[src/rtl/alu_issue_arbiter.sv]
// Round-robin issue of two requesters onto one shared combinational ALU.
// Holds the response until the consumer takes it, and owns the NZCV register.
module alu_issue_arbiter #(
   parameter int W = 32
) (
   input  logic         clk,
   input  logic         rst,
   input  logic         req0_valid,
   output logic         req0_ready,
   input  logic [3:0]   req0_cmd,
   input  logic [W-1:0] req0_val1,
   input  logic [W-1:0] req0_val2,
   input  logic         req0_s,
   input  logic         req1_valid,
   output logic         req1_ready,
   input  logic [3:0]   req1_cmd,
   input  logic [W-1:0] req1_val1,
   input  logic [W-1:0] req1_val2,
   input  logic         req1_s,
   output logic [3:0]   alu_cmd,
   output logic [W-1:0] alu_val1,
   output logic [W-1:0] alu_val2,
   output logic         alu_c,
   input  logic [W-1:0] alu_out,
   input  logic [1:0]   alu_cv,
   output logic         rsp_valid,
   input  logic         rsp_ready,
   output logic         rsp_id,
   output logic [W-1:0] rsp_data,
   output logic [3:0]   status
);

   typedef enum logic [1:0] {IDLE, BUSY, RESP} state_t;

   state_t state, state_nxt;
   logic   last_grant;
   logic   iss_s;
   logic   iss_id;
   logic   win;
   logic   can_accept;
   logic   accept;

   // A tie goes to whichever port was not granted last; a lone requester always wins.
   always_comb begin
      win        = (req0_valid && req1_valid) ? ~last_grant : req1_valid;
      can_accept = !rst && ((state == IDLE) || ((state == RESP) && rsp_ready));
      req0_ready = can_accept && req0_valid && !win;
      req1_ready = can_accept && req1_valid && win;
      accept     = req0_ready || req1_ready;
   end

   always_comb begin
      state_nxt = state;
      case (state)
         IDLE:    if (accept) state_nxt = BUSY;
         BUSY:    state_nxt = RESP;
         RESP:    if (rsp_ready) state_nxt = accept ? BUSY : IDLE;
         default: state_nxt = IDLE;
      endcase
   end

   always_ff @(posedge clk) begin
      if (rst) begin
         state      <= IDLE;
         last_grant <= 1'b1;
         iss_s      <= 1'b0;
         iss_id     <= 1'b0;
         alu_cmd    <= '0;
         alu_val1   <= '0;
         alu_val2   <= '0;
         rsp_valid  <= 1'b0;
         rsp_id     <= 1'b0;
         rsp_data   <= '0;
         status     <= '0;
      end else begin
         state <= state_nxt;
         if (accept) begin
            last_grant <= win;
            iss_id     <= win;
            iss_s      <= win ? req1_s    : req0_s;
            alu_cmd    <= win ? req1_cmd  : req0_cmd;
            alu_val1   <= win ? req1_val1 : req0_val1;
            alu_val2   <= win ? req1_val2 : req0_val2;
         end
         // The ALU result is only meaningful in the single BUSY cycle.
         if (state == BUSY) begin
            rsp_valid <= 1'b1;
            rsp_id    <= iss_id;
            rsp_data  <= alu_out;
            if (iss_s)
               status <= {alu_out[W-1], (alu_out == '0), alu_cv};
         end else if ((state == RESP) && rsp_ready) begin
            rsp_valid <= 1'b0;
         end
      end
   end

   assign alu_c = status[1];

endmodule

[config.mk]
export PLATFORM = sky130hd
export DESIGN_NAME = alu_issue_arbiter
export DESIGN_NICKNAME = d
export VERILOG_FILES = /design/src/rtl/alu_issue_arbiter.sv
export SDC_FILE = /design/constraint.sdc
export NUM_CORES = 1
export LEC_CHECK = 0
export CAP_MARGIN = 20
export CORE_UTILIZATION = 25
export DETAILED_ROUTE_END_ITERATION = 10
export PLACE_DENSITY = 0.67
export SYNTH_ARGS = -nofsm -noshare
export SYNTH_HDL_FRONTEND = slang
export SYNTH_SLANG_ARGS = --single-unit
export TNS_END_PERCENT = 1
[constraint.sdc]
create_clock -name clk -period 2.3 [get_ports clk]
set_clock_uncertainty 0.15 [all_clocks]
set_input_delay 0.345 -clock clk [delete_from_list [all_inputs] [get_ports clk]]
set_output_delay 0.345 -clock clk [all_outputs]
set_load 0.03 [all_outputs]
==> results of run 1 <==
## cells by family after synthesis
group,Yosys count
mux,69
buf+inv,45
simple gates,167
compound gates,112
flops,111
## through the flow
| step | setup slack [ns] | power [uW] | utilization | hold WS [ns] |
|---|---|---|---|---|
| after floorplan | 0.3988 | 2933 | - | 0.2816 |
| after global placement | 0.02277 | 3672 | 0.4314 | 0.2924 |
| after detailed placement | 0.005541 | 3681 | 0.4314 | 0.2957 |
| after CTS | 0.03017 | 5177 | 0.4466 | 0.1767 |
| after global routing | 0.03617 | 5364 | 0.4468 | 0.1871 |
| final | 0.07537 | 5085 | 0.4468 | 0.1955 |
## cell usage after synthesis, drive strengths merged (2+ instances only)
library cell | n | area (um^2)
nor4 | 7 | 58.81
a21oi | 37 | 185.2
nor2b | 3 | 21.27
clkbuf | 14 | 52.55
dfxtp | 111 | 2222
nor3 | 2 | 10.01
buf | 30 | 172.7
nand3 | 4 | 20.02
a211oi | 70 | 525.5
nand2 | 70 | 262.8
nor2 | 73 | 274.0
nand2b | 2 | 12.51
or4 | 2 | 15.01
mux2i | 69 | 690.7
## flip-flops by register name (all words and copies together) (netlist names)
name,cells
rsp_id,1
state,2
rsp_valid,1
alu_val1,32
alu_cmd,4
iss_id,1
alu_val2,32
iss_s,1
last_grant,1
rsp_data,32
status,4
## worst max-delay path: cells and delay by family
family,cells,cell delay (ns)
buffers and inverters,2,0.67
and+or+nand+nor,3,0.70
## layout make-up
cell class | count | share of cell area
tap | 229 | 0.03570
multi-input combinational | 348 | 0.2695
clock inverter | 6 | 0.005612
inverter | 1 | 0.0004677
clock buffer | 9 | 0.02806
timing repair buffer | 308 | 0.3838
sequential | 111 | 0.2769
## report_power, final
part / internal, uW / leakage, uW / switching (uW)
clock: 740 / 0.000136 / 725
combinational: 734 / 0.00184 / 727
sequential: 2080 / 0.000913 / 82.1
total: 3550 / 0.00289 / 1530
## worst min path at each step
stage | startpoint | to | slack (ns) | cells past startpoint
finish | rst | iss_id | 0.20 | 2
global route | rst | iss_id | 0.19 | 2
CTS | rst | iss_id | 0.18 | 2
detailed placement | rsp_data[9] | rsp_data[9] | 0.30 | 2
global placement | rsp_data[20] | rsp_data[20] | 0.29 | 2
floorplan | iss_id | rsp_id | 0.28 | 2
## routing by layer
metal  global-route usage  share of wire  vias up
li1                     -              -     2329
met1               0.1656           0.40     1965
met2               0.2647           0.48      189
met3              0.06623           0.11       13
met4              0.04823          0.012        0
met5                    0              0        -
==> impl_metrics.py, run 1 <==
metrics = {
    "status": {
        "status": "finished clean",
    },
    "logic_synthesis": {
        "syn_avg_cell_area_um2": 9.116,
        "yosysSeqAreaShare": 0.4837,
        "synth_cells": 504,
        "ys_warn_count": 0,
        "synth-xor-area-share": 0,
        "synth-edff-count": 0,
        "synth-simple-area-share": 0.1533,
        "synth_cell_type_count": 28,
        "syn_area_um2": 4594,
        "synth_compound_area_frac": 0.1629,
        "synth_fp_nets": 681,
        "synth-seq-cells": 111,
        "synth_async_sr_flop_share": 0,
        "synthFlopType": "dfxtp_1",
        "muxShareOfSynthArea": 0.1503,
        "synth_fa_ha_area_frac": 0,
        "synth_top_family_by_area": "compound AO/OA/AOI/OAI gates",
    },
    "timing": {
        "slew_headroom": 0.6413,
        "fmax_mhz": 449.5,
        "min_period_ns": 2.225,
        "maxSlewViolCount": 0,
        "fin_crit_sh": 0.9672,
        "grt_setup_unrepaired": "no",
        "fin_setup_tns_ns": 0,
        "hold_viol": 0,
        "worst_pin_slew_ns": 0.5381,
        "setup_viol": 0,
    },
    "route": {
        "antenna_left": 0,
        "drtIter0Drc": 108,
        "viasPerCell": 4.443,
        "drt_first_pass_iters": 4,
        "wl_per_cell_um": 14.26,
        "vias": 4496,
        "wl_um": 14430,
        "drc": 0,
    },
    "clocking": {
        "root_buffer": "clkbuf_16",
        "cts_buffer_depth": 2,
        "cts_tree": "yes",
        "clock_sinks": 111,
        "ctsResizeCount": 1,
        "post-cts-setup-buffers": 0,
        "cts_buffers": 9,
        "clk_pin_slew_ns": 0.08,
        "cts-htree-levels": 3,
        "hold_buffers": 0,
        "clkLatencyLatePin_ns": 0.35,
    },
    "worst_setup_path": {
        "slowest_delay_ns": 0.50,
        "r2r_slack_ns": 0.52,
        "cp.required_ns": 1.80,
        "cp-start-kind": "input pin",
        "cp_max_fo": 4,
        "end_kind": "output port",
        "r2r_start": "state[1]",
        "crit_path_cell_trace": "clkdlybuf4s50_1, nor2b_2, or4b_4, nor2_2, buf_4",
        "ff2ff_path_depth": 4,
        "cp_slowest_cell": "clkdlybuf4s50_1",
        "r2r_end": "last_grant",
        "cp.arrival_ns": 1.73,
        "cp-endpoint": "req0_ready",
        "critPathLaunch": "rsp_ready",
        "path_class": "input pin to output port",
    },
    "floorplanning": {
        "dieArea_um2": 18920,
        "die_w_um": 137.6,
        "io_pins": 286,
        "core_area_um2": 17960,
        "rows": 49,
        "die_height_um": 137.6,
        "start_util": 0.2558,
    },
    "global_routing": {
        "grt_pass1_wl_um": 21960,
        "first_global_vias": 4197,
        "grt_max_degree": 80,
        "grt_usage": 0.1525,
        "antenna_found_initial": 0,
        "gr-total-overflow": 0,
    },
    "cells_and_area": {
        "register_area_um2": 2222,
        "fin_area_um2": 8026,
        "fillers": 1768,
        "layout.nets": 956,
        "antenna_cells": 0,
        "drive_above_1_share": 0.06003,
        "area_growth_pct": 74.70,
        "multiInputGateArea_um2": 2163,
        "layout_common_cells": "clkdlybuf4s50_1 (282), dfxtp_1 (111), nor2_1 (72)",
        "final_common_cell": "clkdlybuf4s50_1",
        "final_cells": 1012,
    },
    "job": {
        "max_cap_viol_count": 0,
    },
    "power": {
        "power.density_nw_per_um2": 633.5,
        "ir_worst_vdd_uv": 330.1,
        "p_leak_uw": 0.002888,
    },
    "placement": {
        "dp_hpwl_um": 10950,
        "dp.cells": 997,
        "io_buffers": 285,
        "placed_area_um2": 7750,
        "gp_congestion": 0.7880,
    },
    "worst_hold_path": {
        "min_path_type": "input pin to flip-flop",
    },
}
Note: power is estimated with default switching activity, not from simulation.
==> inputs of run 2 (changes only) <==
- CAP_MARGIN: 20 -> 40
- CORE_UTILIZATION: 25 -> 37
- PLACE_DENSITY: 0.67 -> default
- PLACE_DENSITY_LB_ADDON: default -> 0.1
==> run 2 against run 1 <==
Net effect: routed wire length fell by 6.6%; utilization grew 21 points; critical path depth unchanged; final area decreased by 0.86%; non-clock buffer count is 3 lower; hold slack got worse by 0.096 ns; flip-flop and latch count stayed put; combinational power about the same; register-to-register slack got worse by 0.09 ns; critical path type unchanged; critical endpoint unchanged; largest cell class unchanged; largest power group unchanged.
==> impl_metrics.py, run 2 (synthesized netlist as in run 1, its figures left out) <==
metrics = {
    "job": {
        "max_cap_viol_count": 0,
    },
    "cells_and_area": {
        "layout.nets": 953,
        "drive_above_1_share": 0.05634,
        "area_growth_pct": 73.20,
        "fillers": 967,
        "largestRegisters": "alu_val1: 32 flops, alu_val2: 32 flops, rsp_data: 32 flops",
        "final_common_cell": "clkdlybuf4s50_1",
        "layout_common_cells": "clkdlybuf4s50_1 (282), dfxtp_1 (111), nor2_1 (72)",
        "fin_area_um2": 7958,
        "antenna_cells": 0,
    },
    "power": {
        "clock_power_share": 0.297,
        "power_switching_share": 0.3041,
        "p_leak_uw": 0.002883,
        "p_int_uw": 3577,
        "ir_worst_vdd_uv": 433.5,
        "power_frac_seq": 0.420,
        "p_switching_uw": 1563,
        "power.density_nw_per_um2": 645.9,
        "p_comb_frac": 0.283,
    },
    "floorplanning": {
        "die_height_um": 113.4,
        "start_util": 0.3809,
        "die_w_um": 113.4,
        "io_pins": 286,
        "rows": 40,
        "core_area_um2": 12060,
        "dieArea_um2": 12870,
    },
    "route": {
        "vias": 4572,
        "wl_per_cell_um": 14.21,
        "drtIter0Drc": 229,
        "drt_first_pass_iters": 4,
        "wl_um": 13480,
        "viasPerCell": 4.818,
        "antenna_left": 0,
        "drc": 0,
    },
    "worst_setup_path": {
        "path_class": "input pin to output port",
        "cp.arrival_ns": 1.75,
        "cp_max_fo": 3,
        "end_kind": "output port",
        "r2r_end": "alu_val2[15]",
        "critPathBufInv": 2,
        "r2r_slack_ns": 0.43,
        "r2r_start": "state[1]",
        "slowest_delay_ns": 0.57,
        "cp_top_family": "simple AND/OR/NAND/NOR gates",
        "cp_slowest_cell": "or4b_1",
        "cp.required_ns": 1.80,
        "ff2ff_path_depth": 7,
        "cp-start-kind": "input pin",
        "crit_path_cell_trace": "clkdlybuf4s50_1, nor2b_2, or4b_1, nor2_4, buf_12",
    },
    "timing": {
        "fin_crit_sh": 0.9773,
        "fmax_mhz": 444.9,
        "grt_setup_unrepaired": "no",
        "min_period_ns": 2.248,
        "worst_pin_slew_ns": 0.7593,
        "slew_headroom": 0.4938,
        "hold_viol": 0,
        "hold_slack_ns": 0.09900,
        "setup_viol": 0,
        "maxSlewViolCount": 0,
    },
    "clocking": {
        "clkLatencyLatePin_ns": 0.33,
        "clk_pin_slew_ns": 0.08,
        "cts_tree": "yes",
        "clock_sinks": 111,
        "cts_buffers": 9,
        "cts-htree-levels": 3,
        "post-cts-setup-buffers": 0,
        "root_buffer": "clkbuf_16",
        "cts_buffer_depth": 2,
    },
    "worst_hold_path": {
        "min_path_type": "input pin to flip-flop",
        "hold_depth": 2,
        "min_to": "state[1]",
        "hp-start": "rst",
    },
    "placement": {
        "gp_congestion": 0.7913,
        "io_buffers": 285,
        "placed_area_um2": 7651,
        "dp_hpwl_um": 10410,
    },
    "global_routing": {
        "antenna_found_initial": 0,
        "grt_pass1_wl_um": 21030,
        "gr-total-overflow": 0,
        "grt_usage": 0.2060,
        "first_global_vias": 4352,
        "grt_max_degree": 91,
    },
    "status": {
        "status": "finished clean",
    },
}
==> run 2: worst register-to-register path: stages (launching register included) <==
cell	delay, ns
dfxtp_1	0.34
nor2b_2	0.16
buf_4	0.14
nor4_4	0.29
buf_4	0.23
buf_12	0.18
nor2_1	0.07
a211oi_1	0.23
==> run 2: final cells by class <==
cell class / instances / area, um^2 / share of cell area
Clock buffer: 9 / 225.2 / 0.02830
Clock inverter: 7 / 73.82 / 0.009277
Inverter: 1 / 3.754 / 0.0004717
Multi-Input combinational cell: 348 / 2165 / 0.2720
Sequential cell: 111 / 2222 / 0.2792
Tap cell: 168 / 210.2 / 0.02642
Timing Repair Buffer: 305 / 3058 / 0.3843
==> run 2: stage by stage <==
| step | power, uW | worst slack (ns) | setup TNS, ns | cells | utilization |
|---|---|---|---|---|---|
| 2_1_floorplan | 2933 | 0.3988 | 0 | 504 | - |
| 6_report | 5140 | 0.05213 | 0 | 949 | 0.6598 |
| 3_3_place_gp | 3640 | 0.01646 | 0 | 933 | 0.6343 |
| 5_1_grt | 5395 | 0.001983 | 0 | 949 | 0.6598 |
| 4_1_cts | 5207 | 0.03736 | 0 | 949 | 0.6593 |
| 3_5_place_dp | 3666 | -0.01090 | -0.01603 | 933 | 0.6343 |
==> run 2: worst max path at each step <==
| stage | from | to | cells past startpoint |
|---|---|---|---|
| 2_1_floorplan | state[1] | req0_ready | 3 |
| 3_3_place_gp | rsp_ready | req0_ready | 5 |
| 3_5_place_dp | rsp_ready | req0_ready | 5 |
| 4_1_cts | rsp_ready | req0_ready | 5 |
| 5_1_grt | rsp_ready | req0_ready | 5 |
| 6_report | rsp_ready | req0_ready | 5 |
==> run 2: what timing repair did <==
| action | CTS | global route |
|---|---|---|
| resized for setup | 1 | 1 |
| hold buffers | 0 | 0 |
| endpoints found under the setup margin | 1 | 1 |
| hold endpoints to repair | 0 | 0 |
| cloned | 0 | 0 |
==> run 2: layer usage <==
| metal | GRT usage | part of all wire |
|---|---|---|
| met1 | 0.2183 | 0.39 |
| met5 | 0 | 0 |
| met4 | 0.07982 | 0.025 |
| met3 | 0.05526 | 0.072 |
| met2 | 0.3873 | 0.52 |
==> run 2: power groups by stage <==
stage                     clock network (uW)  logic [uW]  registers (uW)
after floorplan                            0         442            2490
after global placement                     0        1450            2190
after detailed placement                   0        1460            2200
after CTS                               1580        1470            2160
after global routing                    1660        1560            2180
final                                   1530        1460            2160
